$ cat src/rtl/mem_ctrl_pkg.sv
// mem_ctrl_pkg
// Shared definitions for the scratchpad memory controller.
//   state_t : controller FSM states (idle / streaming a burst / draining the last word)
//   CL_WR   : client index of the host write port
//   CL_RD   : client index of the compute burst-read port
package mem_ctrl_pkg;

  typedef enum logic [1:0] {
    ST_IDLE  = 2'd0,
    ST_BURST = 2'd1,
    ST_DRAIN = 2'd2
  } state_t;

  localparam int CL_WR = 0;
  localparam int CL_RD = 1;

endpackage

$ cat src/rtl/mem_ctrl_rr_arb2.sv
// rr_arb2
// Two-requester round-robin arbiter.
// Ports:
//   clk, rst   : clock, synchronous active-high reset
//   i_req      : request vector, indexed by CL_WR / CL_RD
//   i_advance  : a grant is being taken this cycle; move the priority pointer
//   o_grant    : one-hot grant (all zero when nothing requests)
module rr_arb2
  import mem_ctrl_pkg::*;
(
  input  logic       clk,
  input  logic       rst,
  input  logic [1:0] i_req,
  input  logic       i_advance,
  output logic [1:0] o_grant
);

  // High when the compute reader holds priority; reset favours the host writer.
  logic r_favourRd;

  always_comb begin
    o_grant = 2'b00;
    if (i_req[CL_WR] && i_req[CL_RD]) begin
      if (r_favourRd) o_grant[CL_RD] = 1'b1;
      else            o_grant[CL_WR] = 1'b1;
    end else begin
      o_grant = i_req;
    end
  end

  // After any grant, priority moves to the client that did not just win.
  always_ff @(posedge clk) begin
    if (rst)
      r_favourRd <= 1'b0;
    else if (i_advance && (|o_grant))
      r_favourRd <= o_grant[CL_WR];
  end

endmodule

$ cat src/rtl/mem_ctrl.sv
// mem_ctrl
// Arbitrates the scratchpad memory's single address port between host
// single-word writes and compute burst reads; burst data is streamed out
// through a registered valid/ready interface.
// Ports:
//   clk, rst                       : clock, synchronous active-high reset
//   i_wr_valid/o_wr_ready          : host write handshake (i_wr_addr, i_wr_data)
//   i_rd_req_valid/o_rd_req_ready  : burst request handshake (i_rd_base, i_rd_len)
//   o_rd_data/o_rd_data_valid/i_rd_data_ready/o_rd_last : registered burst stream
//   o_busy                         : controller not idle
//   o_mem_*/i_mem_rdata            : memory port (read data is combinational)
module mem_ctrl
  import mem_ctrl_pkg::*;
#(
  parameter int D_W  = 8,
  parameter int WORD = 8,
  localparam int AW    = $clog2(WORD),
  localparam int LEN_W = $clog2(WORD) + 1
) (
  input  logic             clk,
  input  logic             rst,
  input  logic             i_wr_valid,
  output logic             o_wr_ready,
  input  logic [AW-1:0]    i_wr_addr,
  input  logic [D_W-1:0]   i_wr_data,
  input  logic             i_rd_req_valid,
  output logic             o_rd_req_ready,
  input  logic [AW-1:0]    i_rd_base,
  input  logic [LEN_W-1:0] i_rd_len,
  output logic [D_W-1:0]   o_rd_data,
  output logic             o_rd_data_valid,
  input  logic             i_rd_data_ready,
  output logic             o_rd_last,
  output logic             o_busy,
  output logic             o_mem_rd_en,
  output logic             o_mem_wr_en,
  output logic [AW-1:0]    o_mem_addr,
  output logic [D_W-1:0]   o_mem_wdata,
  input  logic [D_W-1:0]   i_mem_rdata
);

  localparam logic [AW-1:0]    LAST_ADDR = AW'(WORD - 1);
  localparam logic [LEN_W-1:0] LEN_MAX   = LEN_W'(WORD);

  state_t            r_state;
  state_t            w_nextState;
  logic [AW-1:0]     r_curAddr;
  logic [LEN_W-1:0]  r_remaining;
  logic [D_W-1:0]    r_rdData;
  logic              r_rdValid;
  logic              r_rdLast;

  logic [1:0]        w_arbReq;
  logic [1:0]        w_grant;
  logic              w_wrInRange;
  logic              w_rdGo;
  logic              w_fetch;

  // Only arbitrate while idle; in BURST/DRAIN both clients simply wait.
  always_comb begin
    w_arbReq        = 2'b00;
    w_arbReq[CL_WR] = (r_state == ST_IDLE) && i_wr_valid;
    w_arbReq[CL_RD] = (r_state == ST_IDLE) && i_rd_req_valid;
  end

  rr_arb2 u_arb (
    .clk       (clk),
    .rst       (rst),
    .i_req     (w_arbReq),
    .i_advance (r_state == ST_IDLE),
    .o_grant   (w_grant)
  );

  // Out-of-range writes are acknowledged but never reach the memory; empty or
  // out-of-range bursts are acknowledged without leaving IDLE.
  assign w_wrInRange = LEN_W'(i_wr_addr) < LEN_MAX;
  assign w_rdGo      = w_grant[CL_RD] && (i_rd_len != '0) && (LEN_W'(i_rd_base) < LEN_MAX);

  // A new word is fetched whenever the output register is empty or being drained.
  assign w_fetch = (r_state == ST_BURST) && (!r_rdValid || i_rd_data_ready);

  always_ff @(posedge clk) begin
    if (rst) r_state <= ST_IDLE;
    else     r_state <= w_nextState;
  end

  always_comb begin
    w_nextState = r_state;
    case (r_state)
      ST_IDLE:  if (w_rdGo) w_nextState = ST_BURST;
      ST_BURST: if (w_fetch && (r_remaining == LEN_W'(1))) w_nextState = ST_DRAIN;
      ST_DRAIN: if (i_rd_data_ready) w_nextState = ST_IDLE;
      default:  w_nextState = ST_IDLE;
    endcase
  end

  // Memory port: the fetch path and the write grant are mutually exclusive by
  // state, so rd_en and wr_en can never be high together.
  always_comb begin
    o_wr_ready     = w_grant[CL_WR];
    o_rd_req_ready = w_grant[CL_RD];
    o_busy         = (r_state != ST_IDLE);
    o_mem_rd_en    = w_fetch;
    o_mem_wr_en    = w_grant[CL_WR] && w_wrInRange;
    o_mem_addr     = '0;
    o_mem_wdata    = '0;
    if (w_fetch) begin
      o_mem_addr = r_curAddr;
    end else if (w_grant[CL_WR]) begin
      o_mem_addr  = i_wr_addr;
      o_mem_wdata = i_wr_data;
    end
  end

  // Burst bookkeeping and the registered output stage. Lengths beyond the
  // memory depth are clamped so a burst never revisits a word.
  always_ff @(posedge clk) begin
    if (rst) begin
      r_curAddr   <= '0;
      r_remaining <= '0;
      r_rdData    <= '0;
      r_rdValid   <= 1'b0;
      r_rdLast    <= 1'b0;
    end else begin
      if (w_rdGo) begin
        r_curAddr   <= i_rd_base;
        r_remaining <= (i_rd_len > LEN_MAX) ? LEN_MAX : i_rd_len;
      end
      if (w_fetch) begin
        r_rdData    <= i_mem_rdata;
        r_rdValid   <= 1'b1;
        r_rdLast    <= (r_remaining == LEN_W'(1));
        r_remaining <= r_remaining - LEN_W'(1);
        r_curAddr   <= (r_curAddr == LAST_ADDR) ? '0 : r_curAddr + AW'(1);
      end
      if ((r_state == ST_DRAIN) && i_rd_data_ready) begin
        r_rdValid <= 1'b0;
        r_rdLast  <= 1'b0;
      end
    end
  end

  assign o_rd_data       = r_rdData;
  assign o_rd_data_valid = r_rdValid;
  assign o_rd_last       = r_rdLast;

endmodule

$ cat config.mk
export PLATFORM = sky130hd
export DESIGN_NAME = mem_ctrl
export DESIGN_NICKNAME = d
export VERILOG_FILES = /design/src/rtl/mem_ctrl_pkg.sv /design/src/rtl/mem_ctrl_rr_arb2.sv /design/src/rtl/mem_ctrl.sv
export SDC_FILE = /design/constraint.sdc
export NUM_CORES = 1
export LEC_CHECK = 0
export CORE_UTILIZATION = 34
export CTS_CLUSTER_DIAMETER = 60
export DETAILED_ROUTE_END_ITERATION = 7
export HOLD_SLACK_MARGIN = 0.1
export PLACE_DENSITY = 0.75
export SLEW_MARGIN = 25
export SYNTH_ARGS = -nofsm -noshare
export SYNTH_HDL_FRONTEND = slang
export SYNTH_SLANG_ARGS = --single-unit
export TNS_END_PERCENT = 100
$ cat constraint.sdc
create_clock -name clk -period 1.7 [get_ports clk]
set_clock_uncertainty 0.1 [all_clocks]
set_input_delay 0.34 -clock clk [delete_from_list [all_inputs] [get_ports clk]]
set_output_delay 0.34 -clock clk [all_outputs]
set_load 0.05 [all_outputs]
==> results.txt, run 1 <==
worst hold path depth -> 2
global-route wire length before repair -> 6010 µm
sequential fraction of the synthesis area -> 0.393
worst-margin pin slew -> 0.260 ns
Adder-Cell Fraction of Synth Area -> 0.0491
pwr/cell area -> 820 nW/µm²
RSZ-0062 raised after global routing -> yes
CP max FO -> 6
FF+latch count, synth -> 20
Post-synth ARST share -> 0
Hold Vio Cnt, Final -> 0
Synth area leader -> dfxtp_1
Crit. Startpoint -> r_state[0]$_SDFFE_PP0P_
clk sinks -> 20
share of cells above drive strength 1 -> 0.451
Crit. End Element -> primary output
simple-gate area share of the yosys netlist -> 0.263
H-tree levels -> 1
max-slew violations -> 0
TritonCTS clock tree -> built
number of global-route vias before repair -> 1302
Starting Density -> 0.364
DP Worst Slack -> -0.628 ns
CTS Root Cell -> clkbuf_4
DP HPWL -> 2530 µm
largest family of logic cells by synthesized area -> simple AND/OR/NAND/NOR gates
Critical Path Start Type -> register
Total Routed Length -> 3580 µm
GR Overflow Total -> 0
most used flip-flop cell after synthesis -> dfxtp_1
Core Rows -> 19
Netlist Area Pre-Place -> 1020 µm²
Nets -> 242
Remaining DRCs -> 16
VDD IR max -> 0.576 mV
Clk Latency, worst-skew pair -> 0.31 ns
area grow syn2layout -> 116%
Crit Path Class -> register to primary output
# IOs -> 57
Ys Warns -> 0
First-pass DRT Iterations -> 6
Num CTS Buffers -> 3
final std cells w/o fill -> 237
Storage cell area -> 407 µm²
routed vias -> 1222
Critical Path RT -> 1.26 ns
violated checks -> DRC, setup timing
initial antenna violation count -> 0
min-delay src -> i_rd_data_ready
reg2reg setup slack -> -0.15 ns
Buffers on Ports -> 56
placed cells -> 226
R2R cell count -> 4
post-layout util -> 0.787
Worst Setup Slack, final -> -0.269 ns
Tightest Hold Check Type -> primary input to register
core area -> 2810 µm²
Max Buffers Root-to-Sink -> 2
Syn Area/Cell -> 8.22 µm²
Fmax -> 508 MHz
Chip Width -> 56.8 µm
Synth Area in XOR/XNOR -> 0.00859
Die H -> 56.8 µm
Ant. Diodes -> 0
cells after synthesis -> 124
max cap viols -> 0
status -> complete, but fails checks
overall power -> 1.81 mW
Tmin final -> 1.97 ns
gp weighted congestion -> 0.840
largest net degree at the start of global routing -> 21
number of flops mapped to enable cells by yosys -> 0
Netlist cell types -> 31
Yosys top cell area share -> 0.393
DR vias/cell -> 5.16
Worst-path clk slew -> 0.12 ns
post-synthesis mux area share -> 0
Avg WL per Cell -> 15.1 µm
post-synthesis compound-gate area fraction -> 0.226
Fillers -> 170
leakage power total -> 0.946 nW
post-route ant nets -> 0
setup TNS -> -4.02 ns
Arrival @ worst endpoint -> 1.53 ns
top cells by count, synth -> 20 x dfxtp_1, 20 x nand2_1, 12 x a21oi_1
normalized max-slew margin -> 0.827
endpoints failing setup -> 20
Synth Net Count -> 159
crit share post-route -> 1.16
ranking of synthesized cells by area -> dfxtp_1 39%, nand2_1 7.4%, a21oi_1 5.9%
initial drt markers -> 44
gr usage total -> 0.241
Reg-to-Reg Start -> r_state[1]$_SDFFE_PP0P_
area occupied by multi-input gates -> 711 µm²
Die ar. -> 3220 µm²
==> path summary, 6_finish.rpt <==
check | to
setup reg to reg | r_curAddr[2]$_SDFFE_PP0P_
hold reg to reg | o_rd_data[0]$_SDFFE_PP0N_
setup / recovery | o_mem_addr[0]
hold / removal | o_rd_last$_SDFFE_PP0N_
==> worst max-delay path, cell delays in order (launching register included) <==
cell,delay [ns]
dfxtp_2,0.34
buf_6,0.12
buf_4,0.12
nor2b_4,0.13
nand2_4,0.09
inv_8,0.05
a22o_4,0.22
buf_12,0.14
==> state kept, by name (all words and copies together), names as in the netlist <==
name and flops:
o_rd_data 8, r_remaining 4, r_curAddr 3, r_state 2, o_rd_data_valid 1, o_rd_last 1
u_arb.r_favourRd 1
==> area by class of cell <==
class | instances | share of cell area
Clock buffer | 3 | 0.0102
Clock inverter | 1 | 0.0136
Inverter | 5 | 0.0119
Multi-Input combinational cell | 91 | 0.322
Sequential cell | 20 | 0.184
Tap cell | 31 | 0.0176
Timing Repair Buffer | 86 | 0.440
==> logic make-up (layout without fill, tap and decap cells) <==
kind of cell               Yosys count  after routing
and+or+nand+nor                     55             55
adders and majority gates            4              4
buffers and inverters               13             95
AOI/OAI and AO/OA                   31             31
xor gates and xnor gates             1              1
DFF                                 20             20
==> report_power, final <==
group / internal (mW) / total, mW / switching (mW)
registers: 0.513 / 0.559 / 0.0459
clock network: 0.238 / 0.395 / 0.156
logic: 0.436 / 0.856 / 0.420
==> placed cells by master (no fill, tap or decap), types with 4 or more instances in the layout <==
cell type / synthesis / layout
ha_1: 4 / 4
dlygate4sd2_1: 0 / 6
buf_12: 0 / 18
and2_4: 0 / 8
buf_4: 1 / 29
clkdlybuf4s50_1: 0 / 24
a211oi_1: 5 / 5
dfxtp_1: 20 / 17
a21oi_1: 12 / 11
nand2_1: 20 / 18
buf_6: 1 / 9
inv_1: 5 / 4
nor2_1: 11 / 8
==> per-layer routing <==
layer  part of all wire  GRT usage  vias to the layer above
met3              0.082     0.0461                        6
met1               0.39      0.280                      554
li1                   -          -                      596
met5                  0          0                        -
met4              0.014     0.0732                        0
met2               0.52      0.444                       66
==> per-stage QoR <==
| stage | instance area [µm²] | hold slack (ns) |
|---|---|---|
| after floorplan | 1100 | 0.325 |
| after global placement | 1970 | 0.344 |
| after detailed placement | 1970 | 0.352 |
| after CTS | 2150 | 0.292 |
| after global routing | 2210 | 0.339 |
| final | 2210 | 0.324 |
==> what timing repair did <==
| action | 4_1_cts | 5_1_grt |
|---|---|---|
| setup buffers | 6 | 4 |
| hold buffers | 0 | 0 |
| pin swaps | 7 | 6 |
| hold endpoints to repair | 0 | 0 |
| setup endpoints to repair | 24 | 23 |
| gates resized for setup | 30 | 9 |
(Power assumes the default switching activity.)
==> inputs of run 2 (changes only) <==
- CORE_UTILIZATION: 34 -> 25
- PLACE_DENSITY: 0.75 -> default
==> run 2 against run 1 <==
  * The flow finishes with violations (setup timing)
  * Worst hold slack gained 0.033 ns
  * Design area is 3.5% higher
  * Utilization is 19 points lower
  * Total power rose by 5.5%
  * Routed wire length increased by 1.7%
  * Critical path type is now register to register
==> results.txt, run 2 (same netlist as run 1, synthesis figures left out) <==
Starting Density -> 0.268 (was 0.364)
DR vias/cell -> 4.86 (was 5.16)
Num CTS Buffers -> 3 (unchanged)
violated checks -> setup timing (was DRC, setup timing)
Crit. End Element -> register (was primary output)
worst path cell trace -> or3b_4, or3b_4, buf_6, buf_6, a2111oi_4 (was buf_6, buf_4, nor2b_4, nand2_4, inv_8, a22o_4, buf_12)
TritonCTS clock tree -> built (unchanged)
leading cell types in the layout, fill and taps excluded -> 34 x buf_4, 23 x clkdlybuf4s50_1, 18 x nand2_1 (was 29 x buf_4, 24 x clkdlybuf4s50_1, 18 x nand2_1, 18 x buf_12, 17 x dfxtp_1)
area grow syn2layout -> 124% (was 116%)
Crit. Startpoint -> r_state[1]$_SDFFE_PP0P_ (was r_state[0]$_SDFFE_PP0P_)
Remaining DRCs -> 0 (was 16)
H-tree levels -> 1 (unchanged)
pwr/cell area -> 836 nW/µm² (was 820 nW/µm²)
Max stage delay on crit path -> 0.41 ns (was 0.34 ns)
overall power -> 1.91 mW (was 1.81 mW)
post-route ant nets -> 0 (unchanged)
combinational share of power -> 0.457 (was 0.473)
Sw Share -> 0.333 (was 0.344)
gp weighted congestion -> 0.804 (was 0.840)
total net switching power -> 0.635 mW (was 0.622 mW)
Arrival @ worst endpoint -> 2.00 ns (was 1.53 ns)
max reg flops -> 8 (unchanged)
core area -> 3800 µm² (was 2810 µm²)
worst-margin pin slew -> 0.262 ns (was 0.260 ns)
initial drt markers -> 21 (was 44)
Seq pwr share -> 0.292 (was 0.309)
Die H -> 65.9 µm (was 56.8 µm)
Core Rows -> 22 (was 19)
Die ar. -> 4340 µm² (was 3220 µm²)
First-pass DRT Iterations -> 4 (was 6)
routed vias -> 1264 (was 1222)
placed cells -> 243 (was 226)
Crit-path slowest cell -> or3b_4 (was dfxtp_2)
max-slew violations -> 0 (unchanged)
Tmin final -> 1.95 ns (was 1.97 ns)
VDD IR max -> 0.432 mV (was 0.576 mV)
Chip Width -> 65.9 µm (was 56.8 µm)
CP delay by family, top -> simple AND/OR/NAND/NOR gates (was buffers and inverters)
Clock power frac -> 0.251 (was 0.218)
# IOs -> 57 (unchanged)
Avg WL per Cell -> 14.0 µm (was 15.1 µm)
share of cells above drive strength 1 -> 0.467 (was 0.451)
setup TNS -> -3.24 ns (was -4.02 ns)
max cap viols -> 0 (unchanged)
RSZ-0062 raised after global routing -> yes (unchanged)
endpoints failing setup -> 21 (was 20)
CP max FO -> 3 (was 6)
DP Worst Slack -> -0.643 ns (was -0.628 ns)
Worst Setup Slack, final -> -0.246 ns (was -0.269 ns)
Buffers on Ports -> 56 (unchanged)
global-route wire length before repair -> 5910 µm (was 6010 µm)
CTS Root Cell -> clkbuf_8 (was clkbuf_4)
Total Routed Length -> 3640 µm (was 3580 µm)
leading cell type in the layout, fill and taps excluded -> buf_4 (unchanged)
WP buf/inv -> 2 (was 4)
Worst-path clk slew -> 0.08 ns (was 0.12 ns)
normalized max-slew margin -> 0.825 (was 0.827)
status -> complete, but fails checks (unchanged)
min-delay src -> o_rd_data[5]$_SDFFE_PP0N_ (was i_rd_data_ready)
area occupied by multi-input gates -> 709 µm² (was 711 µm²)
crit share post-route -> 1.14 (was 1.16)
hold_buf cts -> 0 (unchanged)
Nets -> 248 (was 242)
clk sinks -> 20 (unchanged)
Crit Path Class -> register to register (was register to primary output)
Critical Path Start Type -> register (unchanged)
Clk Latency, worst-skew pair -> 0.26 ns (was 0.31 ns)
Ant. Diodes -> 0 (unchanged)
final std cells w/o fill -> 260 (was 237)
Critical Path RT -> 1.76 ns (was 1.26 ns)
DP HPWL -> 2450 µm (was 2530 µm)
Reg-to-Reg Start -> r_state[1]$_SDFFE_PP0P_ (unchanged)
initial antenna violation count -> 0 (unchanged)
Hold Vio Cnt, Final -> 0 (unchanged)
leakage power total -> 0.981 nW (was 0.946 nW)
Fillers -> 314 (was 170)
GR Overflow Total -> 0 (unchanged)
Storage cell area -> 407 µm² (unchanged)
P_int -> 1.27 mW (was 1.19 mW)
largest net degree at the start of global routing -> 21 (unchanged)
Tightest Hold Check Type -> register to register (was primary input to register)
gr usage total -> 0.175 (was 0.241)
Max Buffers Root-to-Sink -> 2 (unchanged)
number of global-route vias before repair -> 1320 (was 1302)
Fmax -> 514 MHz (was 508 MHz)
-- run 2: tightest hold or removal path: cells and delay by family (launching register included) --
kind | cells | cell delay [ns]
simple gates | 1 | 0.05
flops | 1 | 0.31
compound gates | 1 | 0.05
-- run 2: area by class of cell --
class	count	share of cell area
Inverter	5	0.0104
Timing Repair Buffer	92	0.443
Clock buffer	3	0.0181
Multi-Input combinational cell	91	0.311
Clock inverter	1	0.0132
Tap cell	48	0.0263
Sequential cell	20	0.178
-- run 2: final timing paths --
check	endpoint	slack [ns]	cells after the start
setup / recovery	r_curAddr[2]$_SDFFE_PP0P_	-0.25	5
hold / removal	o_rd_data[5]$_SDFFE_PP0N_	0.36	2
setup reg to reg	r_curAddr[2]$_SDFFE_PP0P_	-0.25	5
hold reg to reg	o_rd_data[5]$_SDFFE_PP0N_	0.36	2
-- run 2: what timing repair did --
| item | CTS | global route |
|---|---|---|
| pin swaps | 7 | 10 |
| resized for setup | 33 | 10 |
| setup buffers | 9 | 6 |
| endpoints found under the setup margin | 31 | 23 |
-- run 2: power groups by stage --
stage	clock network, mW	registers, mW	logic, mW
3_3_place_gp	0	0.559	0.746
3_5_place_dp	0	0.561	0.762
5_1_grt	0.511	0.562	0.923
6_report	0.479	0.557	0.873
2_1_floorplan	0	0.608	0.363
4_1_cts	0.487	0.554	0.838
-- run 2: per-layer routing --
layer / part of all wire / vias to the layer above / wire, µm / GRT usage
met4: 0.0085 / 0 / 31 / 0.0625
met2: 0.53 / 60 / 1920 / 0.341
met5: 0 / - / 0 / 0
met3: 0.079 / 4 / 288 / 0.0259
met1: 0.38 / 590 / 1400 / 0.186
li1: - / 610 / - / -
-- run 2: metrics by stage --
step                       util  hold slack (ns)  cell area [µm²]
final                     0.601            0.358             2280
after global routing      0.601            0.384             2280
after CTS                 0.583            0.361             2220
after detailed placement  0.521            0.350             1980
after global placement    0.521            0.345             1980
after floorplan               -            0.325             1100
==> inputs of run 3 (changes only) <==
- CORE_MARGIN: default -> 1.5
==> run 3 against run 2 <==
  * The flow still finishes with violations (setup timing)
  * Sequential power barely moved
  * Utilization decreased by 4.6 points
  * First-iteration DRC count up 9.5%
  * Clock power shrank 24%
  * Critical path depth increased by 1
  * Largest power group unchanged
==> results.txt, run 3 (same netlist as run 1, synthesis figures left out) <==
max reg flops -> 8 (unchanged)
Seq pwr share -> 0.314 (was 0.292)
Worst-path clk slew -> 0.08 ns (about the same)
routed vias -> 1208 (was 1264)
# IOs -> 57 (unchanged)
Crit Path Class -> register to register (unchanged)
CP max FO -> 3 (unchanged)
Chip Width -> 66.9 µm (was 65.9 µm)
max cap viols -> 0 (unchanged)
leading cell type in the layout, fill and taps excluded -> buf_4 (unchanged)
Critical Path Start Type -> register (unchanged)
Crit-path slowest cell -> or3b_4 (unchanged)
Core Rows -> 23 (was 22)
Fillers -> 347 (was 314)
crit share post-route -> 1.16 (was 1.14)
hold_buf cts -> 0 (unchanged)
P_int -> 1.15 mW (was 1.27 mW)
gr usage total -> 0.168 (was 0.175)
worst path cell trace -> or3b_4, or3b_4, buf_4, buf_4, a221oi_4, a211oi_2 (was or3b_4, or3b_4, buf_6, buf_6, a2111oi_4)
Num CTS Buffers -> 3 (unchanged)
Remaining DRCs -> 0 (unchanged)
Die ar. -> 4470 µm² (was 4340 µm²)
Critical Path RT -> 1.74 ns (was 1.76 ns)
normalized max-slew margin -> 0.818 (was 0.825)
Total Routed Length -> 3700 µm (was 3640 µm)
endpoints failing setup -> 20 (was 21)
CTS Root Cell -> clkbuf_8 (unchanged)
post-route ant nets -> 0 (unchanged)
Max stage delay on crit path -> 0.42 ns (was 0.41 ns)
area grow syn2layout -> 116% (was 124%)
RSZ-0062 raised after global routing -> yes (unchanged)
leakage power total -> 0.950 nW (was 0.981 nW)
VDD IR max -> 0.439 mV (was 0.432 mV)
largest net degree at the start of global routing -> 18 (was 21)
worst-margin pin slew -> 0.273 ns (was 0.262 ns)
clk sinks -> 20 (unchanged)
Crit. End Element -> register (unchanged)
leading cell types in the layout, fill and taps excluded -> 38 x buf_4, 23 x clkdlybuf4s50_1, 19 x nand2_1 (was 34 x buf_4, 23 x clkdlybuf4s50_1, 18 x nand2_1)
status -> complete, but fails checks (unchanged)
Max Buffers Root-to-Sink -> 2 (unchanged)
Tmin final -> 1.97 ns (was 1.95 ns)
Ant. Diodes -> 0 (unchanged)
Storage cell area -> 407 µm² (unchanged)
violated checks -> setup timing (unchanged)
gp weighted congestion -> 0.887 (was 0.804)
Starting Density -> 0.257 (was 0.268)
TritonCTS clock tree -> built (unchanged)
Clk Latency, worst-skew pair -> 0.25 ns (was 0.26 ns)
Tightest Hold Check Type -> register to register (unchanged)
area occupied by multi-input gates -> 698 µm² (was 709 µm²)
Hold Vio Cnt, Final -> 0 (unchanged)
initial antenna violation count -> 0 (unchanged)
max-slew violations -> 0 (unchanged)
DR vias/cell -> 4.66 (was 4.86)
initial drt markers -> 23 (was 21)
Buffers on Ports -> 56 (unchanged)
Sw Share -> 0.352 (was 0.333)
GR Overflow Total -> 0 (unchanged)
share of cells above drive strength 1 -> 0.445 (was 0.467)
Nets -> 245 (was 248)
Arrival @ worst endpoint -> 2.02 ns (was 2.00 ns)
Clock power frac -> 0.206 (was 0.251)
H-tree levels -> 1 (unchanged)
First-pass DRT Iterations -> 4 (unchanged)
pwr/cell area -> 805 nW/µm² (was 836 nW/µm²)
Worst Setup Slack, final -> -0.274 ns (was -0.246 ns)
overall power -> 1.77 mW (was 1.91 mW)
DP HPWL -> 2690 µm (was 2450 µm)
Fmax -> 507 MHz (was 514 MHz)
Die H -> 66.9 µm (was 65.9 µm)
global-route wire length before repair -> 5710 µm (was 5910 µm)
combinational share of power -> 0.480 (was 0.457)
total net switching power -> 0.624 mW (was 0.635 mW)
number of global-route vias before repair -> 1288 (was 1320)
DP Worst Slack -> -0.695 ns (was -0.643 ns)
core area -> 3970 µm² (was 3800 µm²)
Avg WL per Cell -> 14.3 µm (was 14.0 µm)
==> run 3: routing by layer <==
layer | GRT usage | wire, µm
met5 | 0 | 0
met4 | 0.0536 | 43
met3 | 0.0372 | 300
met2 | 0.336 | 1970
met1 | 0.169 | 1380
==> run 3: power by group through the flow <==
stage	Combinational, mW	Sequential [mW]	Clock, mW
4_1_cts	0.821	0.553	0.372
5_1_grt	0.897	0.564	0.400
2_1_floorplan	0.363	0.608	0
6_report	0.852	0.558	0.365
3_5_place_dp	0.770	0.561	0
3_3_place_gp	0.756	0.559	0
==> run 3: critical path, delay by kind of cell, from the launching register on <==
kind | cells | cell delay, ns
buffers and inverters | 2 | 0.28
and+or+nand+nor | 2 | 0.81
AOI/OAI and AO/OA | 2 | 0.34
DFF | 1 | 0.33
==> run 3: area by class of cell <==
class | count | share of cell area
timing repair buffer | 89 | 0.436
clock buffer | 4 | 0.0250
inverter | 5 | 0.00964
sequential | 20 | 0.184
tap | 50 | 0.0284
multi-input combinational | 91 | 0.317
==> run 3: repair_timing <==
item	in CTS	in global routing
pin swaps	5	7
setup endpoints to repair	24	20
resized for setup	21	8
buffers inserted	7	1
==> run 3: stage by stage <==
step / util / cell area [µm²] / setup TNS (ns) / hold WS [ns] / instances
4_1_cts: 0.543 / 2150 / -3.24 / 0.363 / 258
2_1_floorplan: - / 1100 / -0.138 / 0.325 / 124
6_report: 0.555 / 2210 / -3.48 / 0.359 / 259
3_3_place_gp: 0.503 / 2000 / -10.05 / 0.346 / 247
3_5_place_dp: 0.503 / 2000 / -10.79 / 0.350 / 247
5_1_grt: 0.555 / 2210 / -4.79 / 0.382 / 259
==> run 3: path summary, 6_finish.rpt <==
check / end / start / cells after the start / slack (ns)
worst max-delay path: r_remaining[3]$_SDFFE_PP0P_ / r_state[1]$_SDFFE_PP0P_ / 6 / -0.27
worst min register to register: o_rd_data[7]$_SDFFE_PP0N_ / o_rd_data[7]$_SDFFE_PP0N_ / 2 / 0.36
worst min-delay path: o_rd_data[7]$_SDFFE_PP0N_ / o_rd_data[7]$_SDFFE_PP0N_ / 2 / 0.36
worst max register to register: r_remaining[3]$_SDFFE_PP0P_ / r_state[1]$_SDFFE_PP0P_ / 6 / -0.27
